**src/rtl/cryp_pkg.sv**
```systemverilog
// Shared constants and bitwise helpers for the chained XOR/rotate cipher.
package cryp_pkg;

   // Chaining seed used by the original 16-bit core.
   localparam logic [15:0] CRYP_IV_DEFAULT = 16'h1234;

   // Per-beat mode encoding.
   typedef logic cryp_mode_t;
   localparam cryp_mode_t MODE_ENC = 1'b0;
   localparam cryp_mode_t MODE_DEC = 1'b1;

   // Widest lane the rotate/popcount helpers handle; lanes must be narrower.
   localparam int ROT_MAX_W = 64;
   typedef logic [ROT_MAX_W-1:0] rot_word_t;

   // Number of set bits in x.
   function automatic logic [6:0] popcount(input rot_word_t x);
      logic [6:0] c;
      c = '0;
      for (int i = 0; i < ROT_MAX_W; i++) begin
         c = c + 7'(x[i]);
      end
      return c;
   endfunction

   // Mask selecting the low w bits.
   function automatic rot_word_t width_mask(input int unsigned w);
      if (w >= ROT_MAX_W) begin
         return '1;
      end
      return (rot_word_t'(1) << w) - rot_word_t'(1);
   endfunction

   // Rotate left within the low w bits; amt must be below w.
   function automatic rot_word_t rotl(input rot_word_t x, input int unsigned amt,
                                      input int unsigned w);
      rot_word_t m;
      rot_word_t xm;
      m  = width_mask(w);
      xm = x & m;
      return ((xm << amt) | (xm >> (w - amt))) & m;
   endfunction

   // Rotate right within the low w bits; amt must be below w.
   function automatic rot_word_t rotr(input rot_word_t x, input int unsigned amt,
                                      input int unsigned w);
      rot_word_t m;
      rot_word_t xm;
      m  = width_mask(w);
      xm = x & m;
      return ((xm >> amt) | (xm << (w - amt))) & m;
   endfunction

endpackage

```
**src/rtl/chain_cipher_lane.sv**
```systemverilog
// One combinational cipher lane: result plus the chain value for the next lane.
module chain_cipher_lane
   import cryp_pkg::*;
#(
   parameter int LANE_W = 16,
   parameter int CNT_W  = $clog2(LANE_W + 1)
) (
   input  logic              mode,
   input  logic [LANE_W-1:0] data,
   input  logic [LANE_W-1:0] key,
   input  logic [CNT_W-1:0]  cnt,
   input  logic [LANE_W-1:0] chain_in,
   output logic [LANE_W-1:0] result,
   output logic [LANE_W-1:0] chain_out
);

   logic [CNT_W-1:0]            amt;
   rot_word_t                   rot_in;
   logic [ROT_MAX_W-1:LANE_W]   rot_unused;
   logic [LANE_W-1:0]           rot_lo;

   // Encrypt: rotl(d ^ p) ^ k, chain on result. Decrypt: rotr(d ^ k) ^ p, chain on input.
   always_comb begin
      // A full-weight key rotates by zero (count mod LANE_W).
      amt = (cnt == CNT_W'(LANE_W)) ? '0 : cnt;
      if (mode == MODE_DEC) begin
         rot_in                = ROT_MAX_W'(data ^ key);
         {rot_unused, rot_lo}  = rotr(rot_in, 32'(amt), LANE_W);
         result                = rot_lo ^ chain_in;
         chain_out             = data;
      end else begin
         rot_in                = ROT_MAX_W'(data ^ chain_in);
         {rot_unused, rot_lo}  = rotl(rot_in, 32'(amt), LANE_W);
         result                = rot_lo ^ key;
         chain_out             = result;
      end
   end

endmodule

```
**src/rtl/chain_cipher_pipe.sv**
```systemverilog
// Lane-serial chained XOR/rotate cipher with a globally stalled pipeline.
//
// Handshake: a beat moves on an edge where valid && ready. The whole pipe
// advances together (adv = !out_valid || out_ready); when adv is low every
// stage holds, out_valid/out_data/out_last stay stable and in_ready is low.
module chain_cipher_pipe
   import cryp_pkg::*;
#(
   parameter int                LANE_W = 16,
   parameter int                LANES  = 4,
   parameter logic [LANE_W-1:0] IV     = LANE_W'(CRYP_IV_DEFAULT),
   parameter int                CNT_W  = $clog2(LANE_W + 1)
) (
   input  logic                    clk,
   input  logic                    reset,
   input  logic                    in_valid,
   output logic                    in_ready,
   input  logic                    in_mode,
   input  logic [LANES*LANE_W-1:0] in_key,
   input  logic [LANES*LANE_W-1:0] in_data,
   input  logic                    in_last,
   output logic                    out_valid,
   input  logic                    out_ready,
   output logic [LANES*LANE_W-1:0] out_data,
   output logic                    out_last
);

   localparam int DW = LANES * LANE_W;
   localparam int CW = LANES * CNT_W;

   logic adv;

   // Stage 0 is the input register; stage j has lanes 0..j-1 finished.
   logic [LANES:0]    v_q;
   logic [LANES:0]    last_q;
   logic [LANES-1:0]  mode_q;
   logic [DW-1:0]     work_q  [0:LANES];
   logic [DW-1:0]     key_q   [0:LANES-1];
   logic [CW-1:0]     cnt_q   [0:LANES-1];
   logic [LANE_W-1:0] chain_q [1:LANES];

   logic              out_valid_q;
   logic              out_last_q;
   logic [DW-1:0]     out_data_q;

   logic [CW-1:0]     cnt_in;
   logic [LANE_W-1:0] chain_sel  [0:LANES-1];
   logic [LANE_W-1:0] lane_res   [0:LANES-1];
   logic [LANE_W-1:0] lane_chain [0:LANES-1];
   logic [DW-1:0]     work_nxt   [0:LANES-1];

   assign adv       = !out_valid_q || out_ready;
   assign in_ready  = adv;
   assign out_valid = out_valid_q;
   assign out_last  = out_last_q;
   assign out_data  = out_data_q;

   // Per-lane key popcounts, registered alongside the beat in stage 0.
   always_comb begin
      cnt_in = '0;
      for (int l = 0; l < LANES; l++) begin
         cnt_in[l*CNT_W +: CNT_W] = CNT_W'(popcount(ROT_MAX_W'(in_key[l*LANE_W +: LANE_W])));
      end
   end

   // Chain into lane 0 is the seed; later lanes use the previous stage's chain.
   always_comb begin
      for (int i = 0; i < LANES; i++) begin
         chain_sel[i] = IV;
      end
      for (int i = 1; i < LANES; i++) begin
         chain_sel[i] = chain_q[i];
      end
   end

   for (genvar i = 0; i < LANES; i++) begin : g_lane
      chain_cipher_lane #(
         .LANE_W (LANE_W),
         .CNT_W  (CNT_W)
      ) u_lane (
         .mode      (mode_q[i]),
         .data      (work_q[i][i*LANE_W +: LANE_W]),
         .key       (key_q[i][i*LANE_W +: LANE_W]),
         .cnt       (cnt_q[i][i*CNT_W +: CNT_W]),
         .chain_in  (chain_sel[i]),
         .result    (lane_res[i]),
         .chain_out (lane_chain[i])
      );
   end

   // Each stage replaces its own lane of the working vector with the lane result.
   always_comb begin
      for (int i = 0; i < LANES; i++) begin
         work_nxt[i]                      = work_q[i];
         work_nxt[i][i*LANE_W +: LANE_W]  = lane_res[i];
      end
   end

   // Valid/last chain and output register; reset discards everything in flight.
   always_ff @(posedge clk) begin
      if (reset) begin
         v_q         <= '0;
         last_q      <= '0;
         out_valid_q <= 1'b0;
         out_last_q  <= 1'b0;
         out_data_q  <= '0;
      end else if (adv) begin
         v_q         <= {v_q[LANES-1:0], in_valid};
         last_q      <= {last_q[LANES-1:0], in_valid & in_last};
         out_valid_q <= v_q[LANES];
         out_last_q  <= last_q[LANES];
         out_data_q  <= work_q[LANES];
      end
   end

   // Unreset datapath registers, moving only on a global advance.
   always_ff @(posedge clk) begin
      if (adv) begin
         mode_q[0] <= in_mode;
         work_q[0] <= in_data;
         key_q[0]  <= in_key;
         cnt_q[0]  <= cnt_in;
         for (int j = 1; j <= LANES; j++) begin
            work_q[j]  <= work_nxt[j-1];
            chain_q[j] <= lane_chain[j-1];
         end
         for (int j = 1; j < LANES; j++) begin
            mode_q[j] <= mode_q[j-1];
            key_q[j]  <= key_q[j-1];
            cnt_q[j]  <= cnt_q[j-1];
         end
      end
   end

endmodule

```
**config.mk**
```make
export PLATFORM = sky130hd
export DESIGN_NAME = chain_cipher_pipe
export DESIGN_NICKNAME = d
export VERILOG_FILES = /design/src/rtl/cryp_pkg.sv /design/src/rtl/chain_cipher_lane.sv /design/src/rtl/chain_cipher_pipe.sv
export SDC_FILE = /design/constraint.sdc
export NUM_CORES = 2
export LEC_CHECK = 0
export ABC_AREA = 1
export ABC_CLOCK_PERIOD_IN_PS = 23700
export BUFFER_PORTS_ARGS = -buffer_cell sky130_fd_sc_hd__buf_2
export CORE_MARGIN = 2
export CORE_UTILIZATION = 55
export CTS_BUF_LIST = sky130_fd_sc_hd__clkbuf_2 sky130_fd_sc_hd__clkbuf_4 sky130_fd_sc_hd__clkbuf_8
export CTS_CLUSTER_SIZE = 12
export DETAILED_ROUTE_END_ITERATION = 8
export PLACE_DENSITY = 0.82
export SLEW_MARGIN = 15
export SYNTH_ARGS = -nofsm -noshare
export SYNTH_HDL_FRONTEND = slang
export SYNTH_SLANG_ARGS = --single-unit
export TNS_END_PERCENT = 20
```
**constraint.sdc**
```tcl
create_clock -name clk -period 23.7 [get_ports clk]
set_input_delay 1.185 -clock clk [delete_from_list [all_inputs] [get_ports clk]]
set_output_delay 1.185 -clock clk [all_outputs]
set_load 0.02 [all_outputs]
```
==> impl_metrics.csv <==
group,metric,value,unit
run_status,status,"finished, final reports clean",
finish,final_area,40000,um^2
logic_synthesis,synth_nets,4428,
timing,fin_crit_sh,18.7,%
setup_path,cp.arrival,4.88,ns
routing,drc,0,
clock_tree,insertion_delay,0.75,ns
logic_synthesis,syn_area,36300,um^2
global_routing,grt_start_max_net_pins,199,
floorplanning,fp-row-count,94,
placement,place_congestion,1.03,
logic_synthesis,synth_edf_count,582,
setup_path,reg2reg_depth,14,
flow_run,drv_cap,0,
finish,final_cells,5327,
timing,rsz0062_at_grt,"false",
timing,max_freq,226,MHz
logic_synthesis,yosysTopAreaCell,"edfxtp_1",
setup_path,start_kind,"register",
power_and_ir_drop,p_comb_share,56.7,%
clock_tree,clk_pin_slew,0.07,ns
floorplanning,start_util,55.4,%
clock_tree,postCtsSetupBuffers,0,
min_path,hold_depth,0,
timing,setup-tns-final,0,ns
floorplanning,die_area,68000,um^2
setup_path,cp_slowest_cell,"edfxtp_1",
floorplanning,die_w,261,um
logic_synthesis,synth-seq-cells,658,
timing,maxSlewHeadroom,29.7,%
clock_tree,cts_tree,"done",
global_routing,grt_pass1_wl,171000,um
routing,post_drt_via_cell_ratio,5.81,
clock_tree,cts-resized-gates,0,
global_routing,antenna_found_initial,5,
timing,clock_skew,0.0380,ns
logic_synthesis,synth_largest_type_area_fraction,48.2,%
logic_synthesis,yosysWarningCount,0,
logic_synthesis,synth-seq-area-share,52.4,%
power_and_ir_drop,seqPwrFrac,27.6,%
timing,worst_slew_pin_slew,1.05,ns
timing,holdWs,0.410,ns
logic_synthesis,synthArstFlopShare,0,%
floorplanning,die_h,261,um
power_and_ir_drop,internal_power,3.34,mW
placement,place_area,37700,um^2
placement,io_buffer_count,200,
clock_tree,h-tree-depth,3,
logic_synthesis,synth_common_cells,"nand2_1 (1541), nand3_1 (607), edfxtp_1 (582)",
power_and_ir_drop,p_leak,18.3,nW
routing,wirelength,115000,um
clock_tree,cts_made_buffers,105,
setup_path,path_common_cell,"nand2_1",
finish,area_delta_synth_final,10.4,%
logic_synthesis,synthFlopType,"edfxtp_1",
setup_path,startpoint,"cnt_q[0][3]",
setup_path,max_stage_delay,0.66,ns
power_and_ir_drop,p_switching,3.41,mW
logic_synthesis,ys_types,47,
setup_path,timing.rr.start,"cnt_q[0][3]",
routing,ant_nets,0,
finish,final_core_util,61.1,%
floorplanning,core,65500,um^2
logic_synthesis,yosys-mux-area-fraction,0,%
routing,drtIter0Drc,3984,
finish,finalNetCount,4577,
logic_synthesis,synth_top_family_by_area,"simple AND/OR/NAND/NOR gates",
logic_synthesis,synth_compound_gate_area_share,5.97,%
setup_path,crit_family,"simple AND/OR/NAND/NOR gates",
power_and_ir_drop,clkPwrFrac,15.8,%
timing,setup_viol,0,
clock_tree,cts_sinks,658,
setup_path,worst-path-max-fanout,24,
timing,drv_slew,0,
min_path,hold_class,"reg2reg",
setup_path,end_kind,"register",
logic_synthesis,synthAdderAreaFrac,3.17,%
logic_synthesis,synth.area.top_cells,"edfxtp_1 (48%), nand2_1 (16%), nand3_1 (8.4%)",
logic_synthesis,synth.avg_cell_area,8.58,um^2
logic_synthesis,synth_xor_area_share,3.11,%
power_and_ir_drop,power.density,169,nW/um^2
clock_tree,clockBufferDepth,3,
placement,dpl.cell_count,5132,
routing,first_pass_iters,6,
setup_path,path_cells,"nor2_4, nand3_4, nand2_2, inv_2, nor2_4, nand2_1, nand2_1, nand2_1, nand2_2, inv_2, nand2_1, nand3b_1, nand3_1, nand2_1",
logic_synthesis,synth-simple-area-share,29.2,%
power_and_ir_drop,sw_frac_of_total,50.5,%
global_routing,grt-ovfl-total,0,
timing,hold_viol,0,
timing,fin_crit,4.43,ns
clock_tree,hold_buffers,0,
min_path,min-delay-start,"work_q[1][37]",
global_routing,grt_pass1_vias,28584,
setup_path,cp.depth,14,
global_routing,grt.total_usage,33.6,%
setup_path,required,24.15,ns
logic_synthesis,synth_most_common_cell,"nand2_1",
routing,wl_per_cell,21.6,um
finish,drive_above_1_share,11.0,%
clock_tree,root_buffer,"clkbuf_8",
floorplanning,io_pins,201,
routing,vias,30957,
power_and_ir_drop,peakVddDrop,89.2,uV
logic_synthesis,postSynthCellCount,4226,
setup_path,critPathBufInv,2,
placement,hpwlAfterDp,84700,um
setup_path,path_class,"reg2reg",
## per-stage QoR
| step | setup WS [ns] | power, mW |
|---|---|---|
| after floorplan | 5.15 | 4.44 |
| after global placement | 19.13 | 5.53 |
| after detailed placement | 19.07 | 5.55 |
| after CTS | 19.50 | 6.64 |
| after global routing | 19.08 | 7.20 |
| final | 19.27 | 6.75 |
## layout by cell type (no fill, tap or decap), drive strengths merged
cell type / synthesis / final
a31oi: 13 / 13
o31ai: 1 / 1
clkbuf: 86 / 145
a21oi: 152 / 152
dfxtp: 76 / 76
nor4: 1 / 1
buf: 105 / 233
clkinvlp: 0 / 2
nand2: 1558 / 1558
a21o: 1 / 1
nor2: 128 / 128
o21ai: 161 / 161
inv: 333 / 338
and2: 2 / 2
clkinv: 10 / 44
diode: 0 / 1
nand3b: 50 / 50
nand4: 72 / 72
o221ai: 1 / 1
o211ai: 24 / 24
nand3: 612 / 612
o22ai: 2 / 2
xor2: 17 / 17
bufinv: 0 / 8
or2: 20 / 20
ha: 28 / 28
a21boi: 5 / 5
xnor2: 110 / 110
a211oi: 9 / 9
o21a: 13 / 13
edfxtp: 582 / 582
o2111ai: 10 / 10
nor3: 4 / 4
fa: 40 / 40
## power by group through the flow
| stage | logic [mW] | clock network [mW] | registers (mW) |
|---|---|---|---|
| floorplan | 2.63 | 0 | 1.81 |
| global placement | 3.67 | 0 | 1.86 |
| detailed placement | 3.68 | 0 | 1.87 |
| CTS | 3.70 | 1.09 | 1.85 |
| global route | 4.19 | 1.13 | 1.89 |
| finish | 3.83 | 1.06 | 1.86 |
## metal layers
metal,track usage (%),wire length [um],vias up
met2,50.6,50600,1653
met5,0,0,-
li1,-,-,14502
met4,15.5,5510,0
met1,46.8,47700,14490
met3,6.70,11100,312
## sequential cells by signal, indices dropped and copies added (netlist names)
register   flops
key_q        160
out_last       1
last_q         5
out_valid      1
cnt_q         50
work_q       320
v_q            5
out_data      64
mode_q         4
chain_q       48
## worst paths after layout
kind	end	slack (ns)
max	chain_q[0][27]	19.27
min	work_q[2][37]	0.41
max reg2reg	chain_q[0][27]	19.27
min reg2reg	work_q[2][37]	0.41
## logic make-up (layout without fill, tap and decap cells)
group | Yosys count | after routing
AND/OR/NAND/NOR | 2447 | 2447
AO/OA/AOI/OAI | 392 | 392
other | 0 | 1
buffers and inverters | 534 | 770
XOR/XNOR | 127 | 127
flip-flops | 658 | 658
adder cells (fa/ha/maj) | 68 | 68
## final cells by class
type / count / area [um^2]
Sequential cell: 658 / 19000
Inverter: 343 / 1290
Fill cell: 5682 / 25500
Antenna cell: 1 / 2.50
Timing Repair Buffer: 233 / 1260
Tap cell: 864 / 1080
Clock inverter: 49 / 524
Multi-Input combinational cell: 3034 / 15100
Clock buffer: 145 / 1810
## worst reg2reg max path: stages, from the launching register on
cell      delay, ns
edfxtp_1       0.66
nor2_4         0.47
nand3_4        0.17
nand2_2        0.39
inv_2          0.34
nor2_4         0.30
nand2_1        0.08
nand2_1        0.10
nand2_1        0.37
nand2_2        0.34
inv_2          0.19
nand2_1        0.19
nand3b_1       0.09
nand3_1        0.26
nand2_1        0.18
Power figures use the tool's default switching activity.
